<file path="config.mk">
export PLATFORM = sky130hd
export DESIGN_NAME = performance_monitor_mc
export DESIGN_NICKNAME = d
export VERILOG_FILES = /design/src/rtl/performance_monitor_mc.sv
export SDC_FILE = /design/constraint.sdc
export NUM_CORES = 1
export LEC_CHECK = 0
export ABC_AREA = 0
export BUFFER_PORTS_ARGS = -buffer_cell sky130_fd_sc_hd__buf_2
export CELL_PAD_IN_SITES_DETAIL_PLACEMENT = 1
export CELL_PAD_IN_SITES_GLOBAL_PLACEMENT = 2
export CORE_ASPECT_RATIO = 1.2
export CORE_UTILIZATION = 27
export DETAILED_ROUTE_END_ITERATION = 6
export PLACE_DENSITY_LB_ADDON = 0.1
export SLEW_MARGIN = 20
export SYNTH_ARGS = -nofsm -noshare
export SYNTH_HDL_FRONTEND = slang
export SYNTH_SLANG_ARGS = --single-unit
</file>
<file path="constraint.sdc">
create_clock -name aclk -period 5.65 [get_ports aclk]
set_clock_uncertainty 0.15 [all_clocks]
set_input_delay 0.565 -clock aclk [delete_from_list [all_inputs] [get_ports aclk]]
set_output_delay 0.565 -clock aclk [all_outputs]
set_load 0.02 [all_outputs]
</file>
<file path="src/rtl/performance_monitor_mc.sv">
// Multi-channel AXI-Stream beat counter: per-channel accepted beats over a fixed window, snapshotted at window end.
// Optional feature macro: PERF_MON_PEAK_EN adds a per-channel peak-snapshot register readable via command[4].
module performance_monitor_mc #(
  parameter logic [31:0] COUNT_CYCLES = 32'h000F_4240,
  parameter int          NUM_STREAMS  = 4,
  parameter int          DATA_WIDTH   = 128,
  parameter int          CNT_WIDTH    = 32
) (
  input  logic                              aclk,
  input  logic                              resetn,
  input  logic [NUM_STREAMS-1:0]            s_axis_tvalid,
  input  logic [NUM_STREAMS*DATA_WIDTH-1:0] s_axis_tdata,
  output logic [NUM_STREAMS-1:0]            s_axis_tready,
  input  logic [31:0]                       command,
  output logic [31:0]                       counter_value,
  output logic                              ready_to_read,
  output logic [1:0]                        dbg_state
);

  // Handshake: a beat on channel i is accepted in any cycle where s_axis_tvalid[i] and
  // s_axis_tready[i] are both high; tready is held high in every state once out of reset.

  typedef enum logic [1:0] {
    S_IDLE  = 2'd0,
    S_COUNT = 2'd1,
    S_DONE  = 2'd2
  } state_t;

  localparam logic [1:0] OP_START = 2'b01;
  localparam logic [1:0] OP_CONT  = 2'b10;
  localparam logic [1:0] OP_ABORT = 2'b11;

  state_t                 state, state_nx;
  logic [31:0]            command_q;
  logic [31:0]            window_cnt;
  logic                   cont_q, cont_nx;
  logic                   rtr_nx;
  logic [CNT_WIDTH-1:0]   beat_cnt [NUM_STREAMS];
  logic [CNT_WIDTH-1:0]   beat_inc [NUM_STREAMS];
  logic [CNT_WIDTH-1:0]   snapshot [NUM_STREAMS];
  logic [NUM_STREAMS-1:0] beat;
  logic [1:0]             op;
  logic                   op_edge, start_hit, abort_hit, window_end;
  logic                   load_window, clear_cnt, take_snap, clear_peak;
  logic [31:0]            rd_val;
  logic                   unused_bits;

  function automatic logic [CNT_WIDTH-1:0] sat_inc(input logic [CNT_WIDTH-1:0] v, input logic b);
    return (b && (v != '1)) ? v + CNT_WIDTH'(1) : v;
  endfunction

  assign beat      = s_axis_tvalid & s_axis_tready;
  assign op        = command[31:30];
  assign op_edge   = (op != command_q[31:30]);
  assign start_hit = op_edge && ((op == OP_START) || (op == OP_CONT));
  assign abort_hit = op_edge && (op == OP_ABORT);
  assign window_end = (state == S_COUNT) && (window_cnt == 32'd0);
  assign dbg_state = state;
  assign unused_bits = ^{s_axis_tdata, command[29:4], command_q[29:0]};

  always_comb begin
    for (int i = 0; i < NUM_STREAMS; i++) begin
      beat_inc[i] = sat_inc(beat_cnt[i], beat[i]);
    end
  end

  always_ff @(posedge aclk) begin
    if (!resetn) begin
      state <= S_IDLE;
    end else begin
      state <= state_nx;
    end
  end

  // Window-end bookkeeping is resolved first so that a same-cycle opcode overrides it.
  always_comb begin
    state_nx    = state;
    rtr_nx      = ready_to_read;
    cont_nx     = cont_q;
    load_window = 1'b0;
    clear_cnt   = 1'b0;
    take_snap   = 1'b0;
    clear_peak  = 1'b0;
    case (state)
      S_COUNT: begin
        if (window_end) begin
          take_snap = 1'b1;
          rtr_nx    = 1'b1;
          if (cont_q) begin
            load_window = 1'b1;
          end else begin
            state_nx = S_DONE;
          end
        end
      end
      default: begin
      end
    endcase
    if (abort_hit) begin
      state_nx    = S_IDLE;
      rtr_nx      = 1'b0;
      clear_cnt   = 1'b1;
      load_window = 1'b0;
    end else if (start_hit) begin
      state_nx    = S_COUNT;
      rtr_nx      = 1'b0;
      load_window = 1'b1;
      cont_nx     = (op == OP_CONT);
      clear_peak  = 1'b1;
    end
  end

  always_ff @(posedge aclk) begin
    if (!resetn) begin
      s_axis_tready <= '0;
      command_q     <= '0;
      window_cnt    <= '0;
      cont_q        <= 1'b0;
      ready_to_read <= 1'b0;
    end else begin
      s_axis_tready <= '1;
      command_q     <= command;
      cont_q        <= cont_nx;
      ready_to_read <= rtr_nx;
      if (load_window) begin
        window_cnt <= COUNT_CYCLES - 32'd1;
      end else if ((state == S_COUNT) && (window_cnt != 32'd0)) begin
        window_cnt <= window_cnt - 32'd1;
      end
    end
  end

  always_ff @(posedge aclk) begin
    for (int i = 0; i < NUM_STREAMS; i++) begin
      if (!resetn) begin
        beat_cnt[i] <= '0;
        snapshot[i] <= '0;
      end else begin
        if (load_window || clear_cnt) begin
          beat_cnt[i] <= '0;
        end else if (state == S_COUNT) begin
          beat_cnt[i] <= beat_inc[i];
        end
        if (take_snap) begin
          snapshot[i] <= beat_inc[i];
        end
      end
    end
  end

`ifdef PERF_MON_PEAK_EN
  logic [CNT_WIDTH-1:0] peak [NUM_STREAMS];

  // Peak tracks the largest snapshot since the last START/CONT; a START landing on a
  // window end clears it after that final snapshot.
  always_ff @(posedge aclk) begin
    for (int i = 0; i < NUM_STREAMS; i++) begin
      if (!resetn || clear_peak) begin
        peak[i] <= '0;
      end else if (take_snap && (beat_inc[i] > peak[i])) begin
        peak[i] <= beat_inc[i];
      end
    end
  end

  always_comb begin
    rd_val = '0;
    for (int i = 0; i < NUM_STREAMS; i++) begin
      if (command[3:0] == 4'(i)) begin
        rd_val = command[4] ? 32'(peak[i]) : 32'(snapshot[i]);
      end
    end
  end
`else
  always_comb begin
    rd_val = '0;
    for (int i = 0; i < NUM_STREAMS; i++) begin
      if (command[3:0] == 4'(i)) begin
        rd_val = 32'(snapshot[i]);
      end
    end
  end
`endif

  always_ff @(posedge aclk) begin
    if (!resetn) begin
      counter_value <= '0;
    end else begin
      counter_value <= rd_val;
    end
  end

endmodule

</file>
* Yosys cells after proc, flatten, opt, wreduce, memory -nomap -nowiden
Memories as Yosys holds them, arrays and structs flattened.
Cells that the tools add are included.
** Storage, ports and cells
- Register bits after elaboration :: 104
- Bits in writable memories :: 256
- Input bits :: 550
- Output and inout port bits :: 39
- Logic and storage cells :: 114
- Memories :: 2
** Memories
- beat_cnt :: words 4, width 32, read ports 4, clocked after memory_dff 0, write ports 4, line 38 : logic [CNT_WIDTH-1:0] beat_cnt [NUM_STREAMS];
- snapshot :: words 4, width 32, read ports 4, clocked after memory_dff 0, write ports 4, line 40 : logic [CNT_WIDTH-1:0] snapshot [NUM_STREAMS];
** Operators by class
- $add $sub $neg :: 5
- Equal/unequal tests :: 13
- Mux-type cells :: 46
- Bitwise logic cells :: 16
- Reductions and logical operators :: 23
** Operators by type and width (count)
- $mux 32 :: 20
- $add 32x1->32 const B :: 4
- $ne 32x32->1 const B :: 4
- $mux 20 :: 2
- $logic_not 32->1 :: 1
- $reduce_bool 32->1 :: 1
- $sub 32x1->32 const B :: 1
- $mux 1 :: 23
- $or 1x1->1 :: 12
- $eq 4x2->1 const B :: 2
- $logic_and 1x1->1 :: 8
- $reduce_and 3->1 :: 2
- $reduce_bool 2->1 :: 3
- $and 4x4->4 :: 1
- $eq 2x1->1 const B :: 2
- $eq 2x2->1 const B :: 2
- $eq 4x1->1 const B :: 1
- $logic_not 4->1 :: 1
- $mux 4 :: 1
- $reduce_and 2->1 :: 2
- $reduce_or 2->1 :: 2
- $not 1->1 :: 3
- $reduce_or 3->1 :: 1
- $logic_or 1x1->1 :: 2
- 2 further kinds :: 2

* Longest topological paths before layout
- Depth in word-level cells :: 12
- Gate-level depth with buffers :: 9
- Mapped depth without buffers :: 7

* Worst setup path after synthesis
No wires, ideal clock.
- Path type :: register -> register
- Start point :: register window_cnt[24]
- End point :: memory snapshot[0][0] (enable)
- Setup time :: 0.510 ns
- Data arrival time :: 4.895 ns
- Data required time :: 4.990 ns
- Path slack :: 0.096 ns
- Cell stages (with the launch flop) :: 6
- Buffers on the path :: 1
- Clock period less this slack :: 5.554 ns
- Cells stage by stage :: dfxtp_1 > or4_1 > buf_2 > or4_4 > nor3_4 > nand2b_1
** RTL lines
- start, declared :: line 35 : logic [31:0] window_cnt;
- start signal, assigned :: line 126 : window_cnt <= COUNT_CYCLES - 32'd1;
- start signal, assigned :: line 128 : window_cnt <= window_cnt - 32'd1;
- end, declared :: line 40

==> impl_metrics.ini <==
[timing]
final_hold_viol_count = 0
fmax_ghz = 0.260
fin_setup_tns_ns = 0
fin_ws_ns = 1.81
period_needed_ns = 3.84
worstMarginPinSlew_ns = 0.973
finalSetupViolations = 0
post-route-period-util_pct = 68.0
slew_headroom_pct = 35.1
drv_slew = 0
holdWs_ns = 0.134
grt_setup_unrepaired = false

[layout]
diodes = 0
finalNetCount = 2057
drive_gt1_share_pct = 10.6
area_growth_pct = 15.0

[synth]
synth_edf_count = 256
yosysSeqAreaShare_pct = 57.6
yosysMostFrequentCell = edfxtp_1
yosys_warnings = 0
avgSynthCellArea_um2 = 10.7
synth_area_mm2 = 0.0158
synth_top_area_share_pct = 48.6
synth_cells = 1472
yosysTopAreaCell = edfxtp_1
ys_top_cells_by_count = edfxtp_1 (256), a21oi_1 (211), nor2_1 (106), nand2_1 (73), dfxtp_1 (71)
synth_area_leaders = edfxtp_1 (49%), dfxtp_1 (9.0%), a21oi_1 (6.7%)
ys_async_sr_fraction_pct = 0
ys_seq_elements = 327
synthesis.nets = 2030
synth_ff_type = edfxtp_1
synth.distinct_cells = 68

[setup_path]
critPathKind = flop to flop
arrival_ns = 3.91
crit_required_ns = 5.72
worstPathMaxFanout = 45
end_kind = flop
crit_slowest_cell = nand3_1
rr_worst_depth = 5
worst_path_largest_cell_delay_ns = 0.67
worstPathCellList = nor4_1, nand3_1, nor3_4, nand2b_4, buf_4
start_kind = flop

[grt]
grt_remaining_overflow = 0
grt_usage_pct = 16.9
grtUsageMet1_pct = 23.6
busiest_layer = met2
use_met3_pct = 1.90
grt_pass1_vias = 12400
grt_pass1_wl_um = 76900
antenna_found_initial = 1
use_met2_pct = 27.6
grt_start_max_net_pins = 97

[power_and_ir_drop]
comb_power_share_pct = 7.7
power_density_mw_per_mm2 = 327
seqPwrFrac_pct = 49.2
intPower_mw = 4.43
leakage_nw = 5.68
p_clk_share_pct = 43.2
netSwitchingFraction_pct = 25.4
ir_drop_v = 0.000183
power_switching_mw = 1.51
p_total_mw = 5.94

[route]
dr.pass1.iters = 4
wl_um = 50000
drc = 0
drtAntennaViolNets = 0
vias_per_cell = 5.41
vias = 12200
wl_per_cell_um = 22.1
drt_iter0_drc = 634

[cts]
clock_latency_ns = 0.56
clock_sinks = 327
cts_tree = done
cts_setup_buffers = 0
clockRootBuffer = clkbuf_16
clkTransAtPathRegs_ns = 0.06
holdBufCountCts = 0
post_cts_resized = 0
cts_max_path_buffers = 3
numCtsBuffers = 39
htree_levels = 2

[placed_design]
port_buffers = 50
hpwlAfterDp_um = 33300
routabilityCongestion = 0.750
pre_cts_ws_ns = 1.73

[die]
dieArea_mm2 = 0.0595
num_rows = 96
die_w_um = 223
die_h_um = 267
core-area_mm2 = 0.0575
ios = 589
start_util_pct = 27.5

[worst_hold_path]
holdPathStages = 2
hold_class = input port to flop

[outcome]
status = complete, no violations

[job]
cap_violations = 0
layer usage:
metal,routed length (um),part of all wire (%)
met1,24500,49
met2,23500,47
met3,1180,2.4
met4,859,1.7
met5,0,0
power by group through the flow:
| stage | Combinational, mW | Clock (mW) | Sequential [mW] |
|---|---|---|---|
| 5_1_grt | 0.509 | 2.74 | 2.95 |
| 2_1_floorplan | 0.315 | 0 | 2.93 |
| 3_5_place_dp | 0.465 | 0 | 2.97 |
| 4_1_cts | 0.467 | 2.67 | 2.92 |
| 6_report | 0.454 | 2.56 | 2.92 |
| 3_3_place_gp | 0.457 | 0 | 2.97 |
state kept, by name (all words and copies together) (netlist names):
signal / cells
beat_cnt: 128
snapshot: 128
counter_value: 32
window_cnt: 32
command_q: 2
dbg_state: 2
cont_q: 1
ready_to_read: 1
s_axis_tready: 1
critical path: cells and delay by family, from the launching register on:
family	cells	cell delay [ns]
buffers and inverters	1	0.48
and+or+nand+nor	4	2.45
DFF	1	0.37
placed cells by master, fill, tap and decap left out, types with 8 or more instances in the layout:
| cell type | instances |
|---|---|
| a21oi_1 | 211 |
| a22oi_1 | 64 |
| and2_1 | 15 |
| and3_1 | 23 |
| and4_1 | 23 |
| buf_2 | 50 |
| buf_4 | 15 |
| clkbuf_1 | 10 |
| clkbuf_16 | 43 |
| dfxtp_1 | 71 |
| edfxtp_1 | 256 |
| ha_1 | 8 |
| inv_1 | 16 |
| mux2i_1 | 8 |
| nand2_1 | 71 |
| nand3_1 | 54 |
| nand4_1 | 49 |
| nor2_1 | 106 |
| nor3_1 | 28 |
| nor4_1 | 22 |
| o211ai_1 | 13 |
| o21ai_0 | 69 |
| o311ai_0 | 8 |
| o31ai_1 | 36 |
| or3_1 | 59 |
| or4_1 | 45 |
| xnor2_1 | 15 |
| xor2_1 | 21 |
kinds of logic (layout without fill, tap and decap cells):
group / count (synthesis) / after routing / share of synthesized area, %
AOI/OAI and AO/OA: 453 / 453 / 17.4
xor gates and xnor gates: 36 / 36 / 2.00
adders and majority gates: 8 / 8 / 0.633
buffers and inverters: 99 / 156 / 2.66
DFF: 327 / 327 / 57.6
muxes: 9 / 9 / 0.602
and+or+nand+nor: 540 / 540 / 19.0
metrics by stage:
stage                     cell area [um2]  utilization [%]  cells
after floorplan                     15800                -   1472
after global placement              16900             29.3   2193
after detailed placement            16900             29.3   2193
after CTS                           18200             31.6   2264
after global routing                18200             31.6   2264
final                               18200             31.6   2264
cell type report:
class / instances / area [um2]
inverters: 16 / 60.1
clock inverters: 14 / 116
fillers: 6356 / 39400
repair buffers: 69 / 443
multi-input cells: 1046 / 6360
clock buffers: 57 / 1170
well taps: 735 / 920
flip-flops and latches: 327 / 9110
path summary, 6_finish.rpt:
check / slack, ns / endpoint / from
worst min register to register: 0.32 / window_cnt[7]$_SDFFE_PP0P_ / window_cnt[7]$_SDFFE_PP0P_
worst min-delay path: 0.13 / command_q[31]$_SDFF_PN0_ / command[31]
worst max-delay path: 1.81 / snapshot[2][30]$_SDFFCE_PN0P_ / window_cnt[8]$_SDFFE_PP0P_
worst max register to register: 1.81 / snapshot[2][30]$_SDFFCE_PN0P_ / window_cnt[8]$_SDFFE_PP0P_
(Power assumes the default switching activity.)
